==> src/rtl/sound_cue_sequencer.sv <==
// rtl/sound_cue_sequencer.sv - queues sound cues and issues ROM clip requests to the player
module sound_cue_sequencer #(
    parameter int ADDR_W       = 18,
    parameter int QDEPTH       = 4,
    parameter int WIN_START    = 0,
    parameter int WIN_END      = 16395,
    parameter int MOO_START    = 16396,
    parameter int MOO_END      = 66982,
    parameter int DETECT_START = 66983,
    parameter int DETECT_END   = 83254,
    parameter int CHEER_START  = 83255,
    parameter int CHEER_END    = 137138
) (
    input  logic                        CLOCK_50,
    input  logic                        reset,
    input  logic                        cue_valid,
    input  logic [1:0]                  cue_id,
    output logic                        cue_ready,
    input  logic                        cue_flush,
    output logic                        play_req,
    output logic [ADDR_W-1:0]           play_start,
    output logic [ADDR_W-1:0]           play_end,
    input  logic                        play_ack,
    input  logic                        play_done,
    output logic                        busy,
    output logic [$clog2(QDEPTH):0]     queue_count,
    output logic                        overflow
);
    localparam int PW = $clog2(QDEPTH);
    localparam int CW = PW + 1;

    localparam logic [1:0] ST_IDLE = 2'd0;
    localparam logic [1:0] ST_REQ  = 2'd1;
    localparam logic [1:0] ST_PLAY = 2'd2;

    logic [1:0]        state_q, state_d;
    logic [1:0]        mem_q [QDEPTH];
    logic [1:0]        mem_d [QDEPTH];
    logic [PW-1:0]     wr_ptr_q, wr_ptr_d;
    logic [PW-1:0]     rd_ptr_q, rd_ptr_d;
    logic [CW-1:0]     count_q, count_d;
    logic              overflow_q, overflow_d;
    logic              req_q, req_d;
    logic [ADDR_W-1:0] start_q, start_d;
    logic [ADDR_W-1:0] end_q, end_d;

    logic          full, empty, accept, coalesce, push, pop;
    logic [PW-1:0] tail_idx;
    logic [1:0]    head_id;

    function automatic logic [ADDR_W-1:0] clip_first(input logic [1:0] id);
        case (id)
            2'd0:    return ADDR_W'(WIN_START);
            2'd1:    return ADDR_W'(MOO_START);
            2'd2:    return ADDR_W'(DETECT_START);
            default: return ADDR_W'(CHEER_START);
        endcase
    endfunction

    function automatic logic [ADDR_W-1:0] clip_last(input logic [1:0] id);
        case (id)
            2'd0:    return ADDR_W'(WIN_END);
            2'd1:    return ADDR_W'(MOO_END);
            2'd2:    return ADDR_W'(DETECT_END);
            default: return ADDR_W'(CHEER_END);
        endcase
    endfunction

    assign full      = (count_q == CW'(QDEPTH));
    assign empty     = (count_q == '0);
    assign cue_ready = !full && !cue_flush;
    assign accept    = cue_valid && cue_ready;
    assign tail_idx  = wr_ptr_q - PW'(1);
    assign head_id   = mem_q[rd_ptr_q];
    // A repeat of the newest still-queued cue adds nothing, so it is consumed without a push.
    assign coalesce  = !empty && (cue_id == mem_q[tail_idx]);
    assign push      = accept && !coalesce;
    assign pop       = (state_q == ST_IDLE) && !empty && !cue_flush;

    // Cue FIFO pointers, occupancy and sticky overflow; flush wins over push/pop.
    always_comb begin
        mem_d      = mem_q;
        wr_ptr_d   = wr_ptr_q;
        rd_ptr_d   = rd_ptr_q;
        count_d    = count_q;
        overflow_d = overflow_q;
        if (cue_flush) begin
            rd_ptr_d   = wr_ptr_q;
            count_d    = '0;
            overflow_d = 1'b0;
        end else begin
            if (cue_valid && !cue_ready) begin
                overflow_d = 1'b1;
            end
            if (push) begin
                mem_d[wr_ptr_q] = cue_id;
                wr_ptr_d        = wr_ptr_q + PW'(1);
            end
            if (pop) begin
                rd_ptr_d = rd_ptr_q + PW'(1);
            end
            case ({push, pop})
                2'b10:   count_d = count_q + CW'(1);
                2'b01:   count_d = count_q - CW'(1);
                default: count_d = count_q;
            endcase
        end
    end

    // Playback handshake FSM; start/end hold their last values outside REQ.
    always_comb begin
        state_d = state_q;
        req_d   = req_q;
        start_d = start_q;
        end_d   = end_q;
        case (state_q)
            ST_IDLE: begin
                if (pop) begin
                    start_d = clip_first(head_id);
                    end_d   = clip_last(head_id);
                    req_d   = 1'b1;
                    state_d = ST_REQ;
                end
            end
            ST_REQ: begin
                if (cue_flush) begin
                    req_d   = 1'b0;
                    state_d = ST_IDLE;
                end else if (play_ack) begin
                    req_d   = 1'b0;
                    state_d = ST_PLAY;
                end
            end
            ST_PLAY: begin
                if (play_done) begin
                    state_d = ST_IDLE;
                end
            end
            default: begin
                req_d   = 1'b0;
                state_d = ST_IDLE;
            end
        endcase
    end

    // State registers with asynchronous reset.
    always_ff @(posedge CLOCK_50 or posedge reset) begin
        if (reset) begin
            state_q    <= ST_IDLE;
            wr_ptr_q   <= '0;
            rd_ptr_q   <= '0;
            count_q    <= '0;
            overflow_q <= 1'b0;
            req_q      <= 1'b0;
            start_q    <= '0;
            end_q      <= '0;
            for (int i = 0; i < QDEPTH; i++) begin
                mem_q[i] <= 2'd0;
            end
        end else begin
            state_q    <= state_d;
            wr_ptr_q   <= wr_ptr_d;
            rd_ptr_q   <= rd_ptr_d;
            count_q    <= count_d;
            overflow_q <= overflow_d;
            req_q      <= req_d;
            start_q    <= start_d;
            end_q      <= end_d;
            mem_q      <= mem_d;
        end
    end

    assign play_req    = req_q;
    assign play_start  = start_q;
    assign play_end    = end_q;
    assign queue_count = count_q;
    assign overflow    = overflow_q;
    assign busy        = (state_q != ST_IDLE) || !empty;
endmodule

==> config.mk <==
export PLATFORM = sky130hd
export DESIGN_NAME = sound_cue_sequencer
export DESIGN_NICKNAME = d
export VERILOG_FILES = /design/src/rtl/sound_cue_sequencer.sv
export SDC_FILE = /design/constraint.sdc
export NUM_CORES = 1
export LEC_CHECK = 0
export CAP_MARGIN = 5
export CORE_ASPECT_RATIO = 1.4
export CORE_MARGIN = 2
export CORE_UTILIZATION = 56
export CTS_CLUSTER_DIAMETER = 30
export DETAILED_ROUTE_END_ITERATION = 8
export DONT_BUFFER_PORTS = 1
export PLACE_DENSITY = 0.74
export SYNTH_ARGS = -nofsm -noshare
export SYNTH_HDL_FRONTEND = slang
export SYNTH_SLANG_ARGS = --single-unit
==> constraint.sdc <==
create_clock -name CLOCK_50 -period 3.05 [get_ports CLOCK_50]
set_clock_uncertainty 0.15 [all_clocks]
set_input_delay 0.61 -clock CLOCK_50 [delete_from_list [all_inputs] [get_ports CLOCK_50]]
set_output_delay 0.61 -clock CLOCK_50 [all_outputs]
set_load 0.02 [all_outputs]
==> reports/results.tsv, run 1 <==
metric	value	unit
Tot GR Track Use	19.3	%
CP peak stage delay	390	ps
placed cell count	190	
Initial DRC Count	9	
status	complete, no violations	
Final Max Slew Viols	0	
Multi-input gate area	840	um2
setup slack, reg-to-reg	140	ps
cell area power density	1270	nW/um2
RR Endpoint	queue_count[2]$_DFFE_PP0P_	
post-synth top area share	40.9	%
Antenna Nets Post-Route	0	
synth unique cells	39	
Synth Instances	165	
vias	1071	
largest net degree at the start of global routing	18	
TritonCTS Buffers	5	
full die area	3640	um2
Mean Syn Cell Area	10.8	um2
static leakage	0.839	nW
initial antenna violation count	0	
GPL Wtd Cong	0.809	
commonest non-fill, non-tap cells in the layout	dfrtp_1, mux2_2, nand2_1	
# IOs	51	
crit-path max FO	5	
number of I/O port buffers	0	
worst skew pair latency	280	ps
CTS Root Cell	clkbuf_8	
total power	2.27	mW
Reg clk slew, reported paths	60	ps
clock sinks	29	
Crit path required time	3060	ps
reg2reg start	wr_ptr_q[1]$_DFFE_PP0P_	
CP Class	reg2reg	
Core Rows	24	
Ys Warns	0	
fin crit share	95.3	%
Yosys top cell by area	dfrtp_1	
detailed placer's ending HPWL	2240	um
WL final	3050	um
Post-route DRC	0	
die height	70.6	um
crit path time final	2910	ps
P&R area growth vs syn	0.423	%
Initial Util	58.0	%
FFs w/ async S/R, synth	100	%
type of origin of the critical path	flip-flop	
VDD IR-drop max	0.597	mV
first-pass GRT wire length	5150	um
vias in the first global route	1177	
Slew headroom	51.1	%
grt met3 use	8.86	%
Core Area	3060	um2
most common cell after layout, fill and taps aside	dfrtp_1	
Die X	51.6	um
routing usage on met2	31.6	%
total grt overflow	0	
non-filler cells, final	198	
met1 Usage GRT	19.7	%
crit path capture type	flip-flop	
Via-to-Cell Ratio	5.41	
Hold WC Path Type	in2async	
R2R depth	11	
# fillers	276	
Seq/Total Area, Yosys	40.9	%
average wire per standard cell	15.4	um
max cap viols	0	
CTS hold repair buffers	0	
Nets	177	
final setup violating endpoints	0	
slowest CP cell	dfrtp_1	
fmax	344	MHz
share of cells above drive strength 1	23.9	%
CTS tree	done	
Main synth FF type	dfrtp_1	
H-tree depth	2	
Syn Std Cell Area	1780	um2
clk buf depth	2	
GR peak layer	met2	
CP arrival	2920	ps
final hold vios	0	
Tightest Pin Transition	733	ps
register area	726	um2
crit path cell chain	inv_1 > ha_4 > and2b_1 > mux2_4 > a32o_2 > a21oi_4 > nor2_1 > fa_1 > a211oi_1 > a31oi_1 > mux2_2	
Post-synth EDFFs	0	
drt pass-1 iters	4	
top cells by area, synth	dfrtp_1, buf_4, mux2_2, ha_1, nand2_1	
n_diodes	0	
Layout Cell Area excl Fill	1780	um2
FF+latch count, synth	29	
DP Area	1680	um2
[registers in the layout, indices dropped and copies added, names as in the netlist, 2 cells and up]
name and count:
mem_q 8, play_end 8, queue_count 3, play_start 2, rd_ptr_q 2, state_q 2, wr_ptr_q 2
[cell families after synthesis]
family / after synthesis / share of synthesized area [%]
other: 1 / 0.211
buffers and inverters: 37 / 14.7
AND/OR/NAND/NOR: 40 / 10.5
XOR/XNOR: 6 / 2.96
adder cells (fa/ha/maj): 10 / 7.47
flip-flops: 29 / 40.9
AO/OA/AOI/OAI: 19 / 7.61
multiplexers: 23 / 15.7
[worst max-delay path by stage]
stage                            start                    endpoint
4_1_cts        wr_ptr_q[1]$_DFFE_PP0P_  queue_count[2]$_DFFE_PP0P_
2_1_floorplan  wr_ptr_q[0]$_DFFE_PP0P_  queue_count[2]$_DFFE_PP0P_
5_1_grt        wr_ptr_q[1]$_DFFE_PP0P_  queue_count[2]$_DFFE_PP0P_
6_report       wr_ptr_q[1]$_DFFE_PP0P_  queue_count[2]$_DFFE_PP0P_
3_5_place_dp   wr_ptr_q[1]$_DFFE_PP0P_  queue_count[2]$_DFFE_PP0P_
3_3_place_gp   wr_ptr_q[1]$_DFFE_PP0P_  queue_count[2]$_DFFE_PP0P_
[final cells by class]
cell class | count | share of cell area, %
clock buffer | 7 | 4.84
inverter | 6 | 1.26
multi-input combinational | 109 | 47.1
sequential | 29 | 40.7
tap | 39 | 2.74
timing repair buffer | 8 | 3.37
[power breakdown]
part           total, mW  switching, mW  internal (mW)
clock              0.313          0.135          0.178
sequential         0.851          0.297          0.554
combinational       1.10          0.620          0.482
[critical path: cells and delay by family, from the launching register on]
kind                     cells  cell delay (ps)
AO/OA/AOI/OAI                4              660
adder cells (fa/ha/maj)      2              680
buffers and inverters        1              110
flip-flops                   1              390
multiplexers                 2              560
AND/OR/NAND/NOR              2              240
[stage by stage]
stage,setup WS (ps),TNS (ps),hold slack (ps),utilization (%)
finish,143,0,113,58.2
global route,-23.3,-23.3,177,58.2
CTS,111,0,131,57.6
detailed placement,144,0,365,54.7
global placement,219,0,339,54.7
floorplan,18.6,0,320,-
[layer usage]
metal	part of all wire, %	vias up
met5	0	-
met4	4.0	0
li1	-	503
met1	37	530
met2	53	27
met3	5.3	11
[what timing repair did]
action	CTS	global route
gates resized for setup	0	2
hold endpoints to repair	0	0
setup buffers	0	1
endpoints found under the setup margin	0	1
[Yosys cell counts, drive strengths merged, types with 2 or more instances]
cell type  number
o21ai           6
dfrtp          29
ha              9
nor2           12
mux2           16
nor3            2
nand2          15
mux2i           5
mux4            2
a21oi           4
nand2b          3
a31oi           2
xor2            5
buf            30
and2b           2
inv             6
Note: power is estimated with default switching activity, not from simulation.
==> run 2: changes to the inputs <==
--- a/config.mk
+++ b/config.mk
@@ -8,11 +8,11 @@
 export CAP_MARGIN = 5
 export CORE_ASPECT_RATIO = 1.4
 export CORE_MARGIN = 2
-export CORE_UTILIZATION = 56
+export CORE_UTILIZATION = 62
 export CTS_CLUSTER_DIAMETER = 30
 export DETAILED_ROUTE_END_ITERATION = 8
 export DONT_BUFFER_PORTS = 1
-export PLACE_DENSITY = 0.74
+export PLACE_DENSITY = 0.78
 export SYNTH_ARGS = -nofsm -noshare
 export SYNTH_HDL_FRONTEND = slang
 export SYNTH_SLANG_ARGS = --single-unit
==> constraint.sdc (replaced) <==
create_clock -name CLOCK_50 -period 2.9 [get_ports CLOCK_50]
set_clock_uncertainty 0.15 [all_clocks]
set_input_delay 0.58 -clock CLOCK_50 [delete_from_list [all_inputs] [get_ports CLOCK_50]]
set_output_delay 0.58 -clock CLOCK_50 [all_outputs]
set_load 0.02 [all_outputs]
==> run 2 against run 1 <==
Against the previous run:
- maximum frequency grew 5.0%
- first-iteration DRC count increased by 11%
- worst hold slack got worse by 5.6 ps
- non-clock buffer count is 1 higher
- global-route usage rose by 0.22 points
- wire length fell by 1.3%
- die area fell by 9.0%
- core utilization increased by 6.1 points
- sequential power rose by 2.4%
- critical path type unchanged
- critical endpoint unchanged
- highest routed layer unchanged
==> reports/results.tsv, run 2 (same netlist as run 1, synthesis figures left out) <==
metric	value	unit	change
status	complete, no violations		
final hold vios	0		unchanged
Via-to-Cell Ratio	5.52		+2.0%
cell area power density	1340	nW/um2	+5.1%
vias in the first global route	1102		-6.4%
clk buf depth	2		unchanged
Post-route DRC	0		unchanged
crit path cell chain	inv_1 > ha_4 > and2b_1 > mux2_4 > a32o_2 > a21oi_4 > nor2_1 > fa_2 > a211oi_2 > a31oi_1 > mux2_2		
first-pass GRT wire length	4700	um	-8.8%
detailed placer's ending HPWL	2250	um	+0.31%
crit path capture type	flip-flop		
design internal power	1.29	mW	+6.4%
commonest non-fill, non-tap cells in the layout	dfrtp_1, mux2_2, nand2_1		
Slew headroom	51.6	%	+0.48 points
static leakage	0.843	nW	+0.39%
Initial Util	63.6	%	+5.6 points
Crit path required time	2910	ps	-150 ps
post-CTS setup buffer count	0		unchanged
Reg clk slew, reported paths	60	ps	about the same
vias	1087		+1.5%
drt pass-1 iters	4		unchanged
clock sinks	29		unchanged
Sw Share	46.1	%	-0.27 points
DP Area	1700	um2	+1.5%
setup TNS	0	ps	unchanged
WL final	3010	um	-1.3%
n_diodes	0		unchanged
Flop pwr share	36.3	%	-1.2 points
NetSw	1.11	mW	+5.3%
average wire per standard cell	15.3	um	-0.81%
crit-path max FO	5		unchanged
Hold WC Path Type	in2async		
total grt overflow	0		unchanged
number of I/O port buffers	0		unchanged
Core Rows	23		-4.2%
CTS hold repair buffers	0		unchanged
P&R area growth vs syn	1.13	%	
VDD IR-drop max	0.665	mV	+12%
CTS Root Cell	clkbuf_8		
CP peak stage delay	350	ps	-40 ps
Final Max Slew Viols	0		unchanged
Tightest Pin Transition	726	ps	-7.16 ps
full die area	3310	um2	-9.0%
CTS tree	done		
final setup violating endpoints	0		unchanged
type of origin of the critical path	flip-flop		
setup slack, reg-to-reg	130	ps	about the same
initial antenna violation count	0		unchanged
Clock power frac	13.7	%	about the same
share of cells above drive strength 1	26.3	%	+2.4 points
GPL Wtd Cong	0.856		+5.8%
Hold Slack	107	ps	-5.64 ps
most common cell after layout, fill and taps aside	dfrtp_1		
fmax	361	MHz	+5.0%
Antenna Nets Post-Route	0		unchanged
CP Class	reg2reg		
CP arrival	2780	ps	-140 ps
Core Area	2790	um2	-8.9%
TritonCTS Buffers	5		unchanged
die height	67.3	um	-4.7%
worst skew pair latency	280	ps	about the same
post-CTS sizing	0		unchanged
max cap viols	0		unchanged
Nets	178		+0.56%
H-tree depth	2		unchanged
largest net degree at the start of global routing	30		+12
Die X	49.2	um	-4.6%
combinational power share	50.0	%	+1.4 points
fin crit share	95.5	%	+0.15 points
placed cell count	189		-0.53%
non-filler cells, final	197		-0.51%
# fillers	240		-13%
total power	2.40	mW	+5.9%
RSZ-0062 raised after global routing	false		
# IOs	51		unchanged
slowest CP cell	dfrtp_1		
Layout Cell Area excl Fill	1800	um2	+0.70%
Tot GR Track Use	19.5	%	+0.22 points
crit path time final	2770	ps	-139 ps
Initial DRC Count	10		+1
[run 2: per-layer routing]
layer  track usage [%]  wire (um)  up-vias
met3              7.74        161        8
li1                  -          -      508
met4              12.9         76        0
met1              19.2       1150      545
met5                 0          0        -
met2              34.0       1610       26
[run 2: final timing paths]
check | depth (start not counted) | to | from
max in group asynchronous | 2 | mem_q[7]$_DFFE_PP0P_ | reset
min reg2reg | 1 | mem_q[1]$_DFFE_PP0P_ | mem_q[1]$_DFFE_PP0P_
max reg2reg | 11 | queue_count[2]$_DFFE_PP0P_ | wr_ptr_q[1]$_DFFE_PP0P_
min | 2 | overflow$_DFFE_PP0P_ | reset
max | 11 | queue_count[2]$_DFFE_PP0P_ | wr_ptr_q[1]$_DFFE_PP0P_
min in group CLOCK_50 | 1 | overflow$_DFFE_PP0P_ | cue_flush
[run 2: final cells by class]
| cell class | count | area (um2) | area share [%] |
|---|---|---|---|
| Multi-Input combinational cell | 109 | 847 | 47.2 |
| Sequential cell | 29 | 726 | 40.4 |
| Clock buffer | 7 | 86.3 | 4.81 |
| Timing Repair Buffer | 9 | 67.6 | 3.76 |
| Tap cell | 37 | 46.3 | 2.58 |
| Inverter | 6 | 22.5 | 1.25 |
[run 2: worst max-delay path: cells and delay by family, from the launching register on]
| family | cells | cell delay (ps) |
|---|---|---|
| muxes | 2 | 550 |
| DFF | 1 | 350 |
| AOI/OAI and AO/OA | 4 | 630 |
| and+or+nand+nor | 2 | 240 |
| buffers and inverters | 1 | 90 |
| adders and majority gates | 2 | 650 |
[run 2: power by group through the flow]
stage	Combinational (mW)	Clock [mW]	Sequential [mW]
detailed placement	1.19	0	0.885
floorplan	1.13	0	0.832
CTS	1.19	0.337	0.879
global route	1.32	0.356	0.898
finish	1.20	0.330	0.871
global placement	1.13	0	0.870
[run 2: per-stage QoR]
stage          utilization (%)  worst slack, ps
3_3_place_gp              61.0              164
6_report                  64.3              132
5_1_grt                   64.3             3.47
4_1_cts                   64.1             56.6
3_5_place_dp              61.0             73.0
2_1_floorplan                -            -4.17
==> run 3: changes to the inputs <==
--- a/config.mk
+++ b/config.mk
@@ -13,6 +13,7 @@
 export DETAILED_ROUTE_END_ITERATION = 8
 export DONT_BUFFER_PORTS = 1
 export PLACE_DENSITY = 0.78
+export SKIP_LAST_GASP = 1
 export SYNTH_ARGS = -nofsm -noshare
 export SYNTH_HDL_FRONTEND = slang
 export SYNTH_SLANG_ARGS = --single-unit
==> results of run 3 <==
The final DEF is identical to that of run 2; final timing and power are the same.
